--- src/rtl/regfile_wr_arbiter_if.sv ---
`default_nettype none
// ============================================================================
// Module      : regfile_wr_arbiter_if
// Description : Bundle of the requester handshake, the clear-start pulse and
//               the register-file write-port signals of regfile_wr_arbiter.
//               Parameters W (data width) and N (requester count) must match
//               the arbiter instance.
//               Optional macro REGFILE_R15_LOCK_EN adds the DROP signal.
// Signals     : REQ_VALID[N]  requester i presents a write
//               REQ_ADDR[4N]  requester i address, bits [4i+3:4i]
//               REQ_DATA[WN]  requester i data, bits [Wi+W-1:Wi]
//               REQ_READY[N]  requester i accepted this cycle
//               CLR_START     single-cycle pulse starting the clear sweep
//               WEN/WADDR/WDATA  registered register-file write port
//               GNT_ID        requester that produced the current write
//               BUSY          clear sweep running
//               DROP          (REGFILE_R15_LOCK_EN only) address-15 write dropped
// Modports    : slave  - arbiter view
//               master - requester / register-file side view
// Revision    : 1.0 - initial release
// ============================================================================
interface regfile_wr_arbiter_if #(
  parameter int W = 32,
  parameter int N = 3
);
  logic [N-1:0]   REQ_VALID;
  logic [4*N-1:0] REQ_ADDR;
  logic [W*N-1:0] REQ_DATA;
  logic [N-1:0]   REQ_READY;
  logic           CLR_START;
  logic           WEN;
  logic [3:0]     WADDR;
  logic [W-1:0]   WDATA;
  logic [2:0]     GNT_ID;
  logic           BUSY;
`ifdef REGFILE_R15_LOCK_EN
  logic           DROP;

  modport slave (
    input  REQ_VALID, REQ_ADDR, REQ_DATA, CLR_START,
    output REQ_READY, WEN, WADDR, WDATA, GNT_ID, BUSY, DROP
  );

  modport master (
    output REQ_VALID, REQ_ADDR, REQ_DATA, CLR_START,
    input  REQ_READY, WEN, WADDR, WDATA, GNT_ID, BUSY, DROP
  );
`else
  modport slave (
    input  REQ_VALID, REQ_ADDR, REQ_DATA, CLR_START,
    output REQ_READY, WEN, WADDR, WDATA, GNT_ID, BUSY
  );

  modport master (
    output REQ_VALID, REQ_ADDR, REQ_DATA, CLR_START,
    input  REQ_READY, WEN, WADDR, WDATA, GNT_ID, BUSY
  );
`endif
endinterface
`default_nettype wire

--- src/rtl/regfile_wr_arbiter.sv ---
`default_nettype none
// ============================================================================
// Module      : regfile_wr_arbiter
// Description : Round-robin arbiter sharing the single write port of a
//               16-entry W-bit register file among N requesters, plus a
//               clear sequencer that writes zero to addresses 0..15 over
//               16 consecutive cycles. Write-port outputs are registered;
//               REQ_READY is combinational.
// Parameters  : W - data width (default 32)
//               N - number of requesters, 2..8 (default 3)
// Ports       : CLK  - rising-edge clock
//               RES  - asynchronous active-low reset
//               bus  - regfile_wr_arbiter_if.slave (handshake + write port)
// Option      : define REGFILE_R15_LOCK_EN to drop requester writes to
//               address 15 (handshake completes, DROP pulses instead of WEN)
// Revision    : 1.0 - initial release
// ============================================================================
module regfile_wr_arbiter #(
  parameter int W = 32,
  parameter int N = 3
) (
  input  wire logic             CLK,
  input  wire logic             RES,
  regfile_wr_arbiter_if.slave   bus
);

  typedef enum logic [0:0] {
    ST_ARB   = 1'b0,
    ST_CLEAR = 1'b1
  } state_t;

  state_t         r_state;
  logic [2:0]     r_rr_ptr;
  logic [3:0]     r_clr_cnt;
  logic           r_wen;
  logic [3:0]     r_waddr;
  logic [W-1:0]   r_wdata;
  logic [2:0]     r_gnt_id;
`ifdef REGFILE_R15_LOCK_EN
  logic           r_drop;
`endif

  logic           w_found;
  logic [2:0]     w_winner;
  logic           w_arb_ok;
  logic [N-1:0]   w_ready;
  logic [3:0]     w_sel_addr;
  logic [W-1:0]   w_sel_data;

  // Rotating priority search starting at r_rr_ptr. The loop runs from the
  // farthest offset down to offset 0 so the closest valid requester is the
  // last assignment and therefore wins.
  always_comb begin : p_pick
    logic [3:0] v_idx;
    v_idx    = '0;
    w_found  = 1'b0;
    w_winner = '0;
    for (int k = N - 1; k >= 0; k--) begin
      v_idx = 4'(r_rr_ptr) + 4'(k);
      if (v_idx >= 4'(N)) begin
        v_idx = v_idx - 4'(N);
      end
      for (int i = 0; i < N; i++) begin
        if ((v_idx == 4'(i)) && bus.REQ_VALID[i]) begin
          w_found  = 1'b1;
          w_winner = 3'(i);
        end
      end
    end
  end

  always_comb begin : p_select
    w_sel_addr = '0;
    w_sel_data = '0;
    for (int i = 0; i < N; i++) begin
      if (w_winner == 3'(i)) begin
        w_sel_addr = bus.REQ_ADDR[4*i +: 4];
        w_sel_data = bus.REQ_DATA[W*i +: W];
      end
    end
  end

  // A clear request in the same cycle wins over any pending write, and
  // nothing is granted while reset is asserted.
  assign w_arb_ok = RES && (r_state == ST_ARB) && !bus.CLR_START && w_found;

  always_comb begin : p_ready
    w_ready = '0;
    for (int i = 0; i < N; i++) begin
      w_ready[i] = w_arb_ok && (w_winner == 3'(i));
    end
  end

  always_ff @(posedge CLK or negedge RES) begin
    if (!RES) begin
      r_state   <= ST_ARB;
      r_rr_ptr  <= '0;
      r_clr_cnt <= '0;
      r_wen     <= 1'b0;
      r_waddr   <= '0;
      r_wdata   <= '0;
      r_gnt_id  <= '0;
`ifdef REGFILE_R15_LOCK_EN
      r_drop    <= 1'b0;
`endif
    end else begin
      case (r_state)
        ST_ARB: begin
          r_wen  <= 1'b0;
`ifdef REGFILE_R15_LOCK_EN
          r_drop <= 1'b0;
`endif
          if (bus.CLR_START) begin
            r_state   <= ST_CLEAR;
            r_clr_cnt <= '0;
          end else if (w_found) begin
            r_rr_ptr <= (w_winner == 3'(N - 1)) ? 3'd0 : (w_winner + 3'd1);
`ifdef REGFILE_R15_LOCK_EN
            // Accepted but discarded; address/data/grant keep their last values.
            if (w_sel_addr == 4'hF) begin
              r_drop <= 1'b1;
            end else begin
              r_wen    <= 1'b1;
              r_waddr  <= w_sel_addr;
              r_wdata  <= w_sel_data;
              r_gnt_id <= w_winner;
            end
`else
            r_wen    <= 1'b1;
            r_waddr  <= w_sel_addr;
            r_wdata  <= w_sel_data;
            r_gnt_id <= w_winner;
`endif
          end
        end
        ST_CLEAR: begin
          // The counter wraps 15 -> 0 on the last issue, ready for the next sweep.
          r_wen     <= 1'b1;
          r_waddr   <= r_clr_cnt;
          r_wdata   <= '0;
          r_clr_cnt <= r_clr_cnt + 4'd1;
`ifdef REGFILE_R15_LOCK_EN
          r_drop    <= 1'b0;
`endif
          if (r_clr_cnt == 4'hF) begin
            r_state <= ST_ARB;
          end
        end
        default: begin
          r_state <= ST_ARB;
        end
      endcase
    end
  end

  assign bus.REQ_READY = w_ready;
  assign bus.WEN       = r_wen;
  assign bus.WADDR     = r_waddr;
  assign bus.WDATA     = r_wdata;
  assign bus.GNT_ID    = r_gnt_id;
  assign bus.BUSY      = (r_state == ST_CLEAR);
`ifdef REGFILE_R15_LOCK_EN
  assign bus.DROP      = r_drop;
`endif

endmodule
`default_nettype wire
--- src/flat_wrapper.sv ---
// flat-port wrapper written by rule: the top's interface ports become plain ports
module regfile_wr_arbiter_flat 
#(
  parameter int W = 32,
  parameter int N = 3
)
  (CLK, RES, bus_REQ_VALID, bus_REQ_ADDR, bus_REQ_DATA, bus_CLR_START, bus_REQ_READY, bus_WEN, bus_WADDR, bus_WDATA, bus_GNT_ID, bus_BUSY);
  regfile_wr_arbiter_if #(.W(W), .N(N)) bus_i ();
  input  wire logic CLK;
  input  wire logic RES;
  input wire logic [$bits(bus_i.REQ_VALID)-1:0] bus_REQ_VALID;
  input wire logic [$bits(bus_i.REQ_ADDR)-1:0] bus_REQ_ADDR;
  input wire logic [$bits(bus_i.REQ_DATA)-1:0] bus_REQ_DATA;
  input wire logic [$bits(bus_i.CLR_START)-1:0] bus_CLR_START;
  output wire logic [$bits(bus_i.REQ_READY)-1:0] bus_REQ_READY;
  output wire logic [$bits(bus_i.WEN)-1:0] bus_WEN;
  output wire logic [$bits(bus_i.WADDR)-1:0] bus_WADDR;
  output wire logic [$bits(bus_i.WDATA)-1:0] bus_WDATA;
  output wire logic [$bits(bus_i.GNT_ID)-1:0] bus_GNT_ID;
  output wire logic [$bits(bus_i.BUSY)-1:0] bus_BUSY;
  assign bus_i.REQ_VALID = bus_REQ_VALID;
  assign bus_i.REQ_ADDR = bus_REQ_ADDR;
  assign bus_i.REQ_DATA = bus_REQ_DATA;
  assign bus_i.CLR_START = bus_CLR_START;
  assign bus_REQ_READY = bus_i.REQ_READY;
  assign bus_WEN = bus_i.WEN;
  assign bus_WADDR = bus_i.WADDR;
  assign bus_WDATA = bus_i.WDATA;
  assign bus_GNT_ID = bus_i.GNT_ID;
  assign bus_BUSY = bus_i.BUSY;
  regfile_wr_arbiter #(.W(W), .N(N)) u_core (.CLK(CLK), .RES(RES), .bus(bus_i));
endmodule
--- config.mk ---
export PLATFORM = sky130hd
export DESIGN_NAME = regfile_wr_arbiter_flat
export DESIGN_NICKNAME = d
export VERILOG_FILES = /design/src/rtl/regfile_wr_arbiter_if.sv /design/src/rtl/regfile_wr_arbiter.sv /design/src/flat_wrapper.sv
export SDC_FILE = /design/constraint.sdc
export NUM_CORES = 1
export LEC_CHECK = 0
export BUFFER_PORTS_ARGS = -buffer_cell sky130_fd_sc_hd__buf_2
export CAP_MARGIN = 20
export CORE_ASPECT_RATIO = 0.6
export CORE_UTILIZATION = 43
export CTS_BUF_LIST = sky130_fd_sc_hd__clkbuf_8
export DETAILED_ROUTE_END_ITERATION = 7
export PLACE_DENSITY_LB_ADDON = 0.3
export SYNTH_ARGS = -nofsm -noshare
export SYNTH_HDL_FRONTEND = slang
export SYNTH_SLANG_ARGS = --single-unit
--- constraint.sdc ---
create_clock -name CLK -period 3.1 [get_ports CLK]
set_clock_uncertainty 0.2 [all_clocks]
set_input_delay 0.31 -clock CLK [delete_from_list [all_inputs] [get_ports CLK]]
set_output_delay 0.31 -clock CLK [all_outputs]
set_load 0.02 [all_outputs]
==> reports/results.ini <==
[status]
status=finished, violations left
violations=setup timing

[worst_setup_path]
crit_fanout=5
endpoint_kind=output pin
path_cells=buf_4 -> ha_4 -> or4b_4 -> a21oi_4 -> a41oi_2 -> and4b_1 -> a211o_1 -> buf_6 -> nor4_4 -> buf_4
r2r_cells=14
cpLargestDelayFamily=simple AND/OR/NAND/NOR gates
path_common_cell=buf_4
cpMaxStageDelayCell=or4b_4
worstReg2RegStart=u_core.r_rr_ptr[1]$_DFFE_PN0P_
crit_required_ns=2.59
r2r_slack_ns=-0.35
critical_path_class=flip-flop to output pin
cpPeakStageDelay_ns=0.55
crit_path_start_kind=flip-flop
path_buf_inv=3
reg2reg_to=u_core.bus.WDATA[26]$_DFFE_PN0P_
worstPathArrival_ns=2.98

[power_and_ir_drop]
ir_drop_uv=713
cellLeakagePower_nw=2.63
power_density_nw_per_um2=1290

[logic_synthesis]
ys_seq_elements=47
syn_area_um2=3180
synth_edf_count=0
synth.avg_cell_area_um2=8.61
synth_area_leader_cell=dfrtp_1
yosysMostFrequentCell=nand2_1
synthTopCellsByCount=nand2_1, dfrtp_1, nor2_1
yosys.area.top_type_share_pct=36.9
synthTopCellsByArea=dfrtp_1, a221oi_1, o2bb2ai_1
synth_cells=370
synth_ff_type=dfrtp_1
ys_types=54
ys_async_sr_fraction_pct=100
yosys_warnings=0
ys_seq_area_share_pct=36.9
syn-num-nets=494

[global_routing]
grt_pass1_wl_um=18300
grt_pass1_vias=3559
antenna_found_initial=0
track_usage_pct=31.2
grt_max_degree=48
globalRouteOverflowTotal=0

[floorplan]
die_h_um=68.7
die_x_um=113
start_util_pct=46.1
core_um2=6910
die_area_um2=7760
num_io_pins=158
row_count=23

[finish]
multiInputGateArea_um2=2300
layout-drive-gt1-share_pct=56.1
antenna_cells=0
post-route-util_pct=78.0
fill_cells=443
area_growth_pct=69.1
seqCellArea_um2=1180
final_nets=701

[route]
drt_iter0_markers=460
wl_um=13800
wire_per_inst_um=20.8
ant_nets=0
drc=0
vias=4132
vias_per_cell=6.21
drt-pass1-iter-count=5

[clock_network]
cts_max_level=2
clkSlewWorstSetupHoldPaths_ns=0.09
cts_tree=done
clk_path_buf_depth=2
cts_buffers=5
clock_sinks=47
clk_latency_ns=0.30
cts-root-buf=clkbuf_8

[timing]
fin_crit_sh_pct=113
worstMarginPinSlew_ns=0.627
worst_slack_ns=-0.388
rsz0062_at_grt=true
final_hold_viol_count=0
clock.fmax_ghz=0.287
max-slew-margin-rel_pct=58.2
layout_min_cycle_time_ns=3.49
finalMaxSlewViolations=0
setup_viol_count_final=44

[hold_path]
min_from=bus_REQ_DATA[30]
hold_depth=3
hold_end=u_core.bus.WDATA[30]$_DFFE_PN0P_
hold_path.class=primary input to flip-flop

[placement]
portBuffers=156
gp_congestion=0.919
pre_cts_slack_ns=-0.228
hpwlAfterDp_um=8320

[job]
max_cap_violations=0

-- cells in the final DEF (no fill, tap or decap), types with 7 or more instances in the layout --
master and instances:
a221oi_2 31, buf_2 154, buf_4 53, buf_6 11, dfrtp_1 45, inv_1 8
nand2_1 48, nor2_1 39, o21ai_0 20, o21ai_1 7, o21ai_2 13, o2bb2ai_1 32
-- flip-flops by register name (all words and copies together) (netlist names) --
register           cells
u_core.bus.WADDR       4
u_core.r_rr_ptr        3
u_core.bus.WDATA      32
u_core.bus.BUSY        1
u_core.bus.WEN         1
u_core.bus.GNT_ID      2
u_core.r_clr_cnt       4
-- through the flow --
step | instances | hold WS, ns | cell area, µm² | setup TNS [ns] | total power, mW
floorplan | 370 | -0.186 | 3270 | -0.134 | 3.16
global route | 665 | 0.0886 | 5390 | -11.47 | 7.29
detailed placement | 630 | 0.261 | 4440 | -6.17 | 4.47
global placement | 630 | 0.251 | 4440 | -2.79 | 4.39
CTS | 659 | 0.0912 | 5070 | -3.70 | 6.16
finish | 665 | 0.0904 | 5390 | -8.80 | 6.97
-- repair_timing --
item | in CTS | in global routing
setup endpoints to repair | 42 | 43
pin swaps | 42 | 13
cloned | 4 | 4
resized for setup | 59 | 58
hold buffers | 1 | 0
buffers inserted | 17 | 2
hold endpoints to repair | 47 | 0
-- per-layer routing --
metal | wire [µm] | track usage (%) | vias up
li1 | - | - | 1812
met4 | 340 | 8.55 | 0
met3 | 1300 | 6.64 | 39
met5 | 0 | 0 | -
met2 | 6420 | 51.5 | 297
met1 | 5770 | 42.1 | 1984
-- logic make-up after synthesis --
| logic type | synth area share [%] |
|---|---|
| DFF | 36.9 |
| other | 0.118 |
| and+or+nand+nor | 17.7 |
| xor gates and xnor gates | 0.825 |
| buffers and inverters | 6.29 |
| muxes | 0.943 |
| adders and majority gates | 3.93 |
| AOI/OAI and AO/OA | 33.2 |
-- final cells by class --
type                            instances  area share [%]
Clock buffer                            6            1.53
Multi-Input combinational cell        278            42.7
Inverter                               11           0.860
Sequential cell                        47            21.9
Tap cell                               87            2.02
Timing Repair Buffer                  234            30.3
Clock inverter                          2           0.720
-- power by group --
group	internal [mW]	switching [mW]
registers	0.763	0.154
logic	2.67	2.90
clock network	0.266	0.221
-- worst max path at each step --
stage                              startpoint                         endpoint  depth (start not counted)
2_1_floorplan  u_core.r_rr_ptr[1]$_DFFE_PN0P_                 bus_REQ_READY[0]                         11
3_3_place_gp   u_core.r_rr_ptr[1]$_DFFE_PN0P_  u_core.bus.WADDR[1]$_DFFE_PN0P_                         13
3_5_place_dp   u_core.r_rr_ptr[0]$_DFFE_PN0P_  u_core.bus.WADDR[1]$_DFFE_PN0P_                         13
4_1_cts        u_core.r_rr_ptr[0]$_DFFE_PN0P_                 bus_REQ_READY[0]                         11
5_1_grt        u_core.r_rr_ptr[1]$_DFFE_PN0P_                 bus_REQ_READY[1]                         11
6_report       u_core.r_rr_ptr[1]$_DFFE_PN0P_                 bus_REQ_READY[1]                         10
-- worst reg2reg max path: stages, from the launching register on --
cell and delay, ns:
dfrtp_2 0.45, buf_4 0.15, ha_4 0.23, or4b_4 0.55, a21oi_4 0.24, a41oi_2 0.06, and4b_1 0.27, buf_4 0.15
buf_6 0.11, buf_6 0.11, a21boi_4 0.18, buf_12 0.15, buf_6 0.17, o21ai_0 0.13, o2bb2ai_1 0.22
No activity file was read; power rests on OpenSTA's default activity.
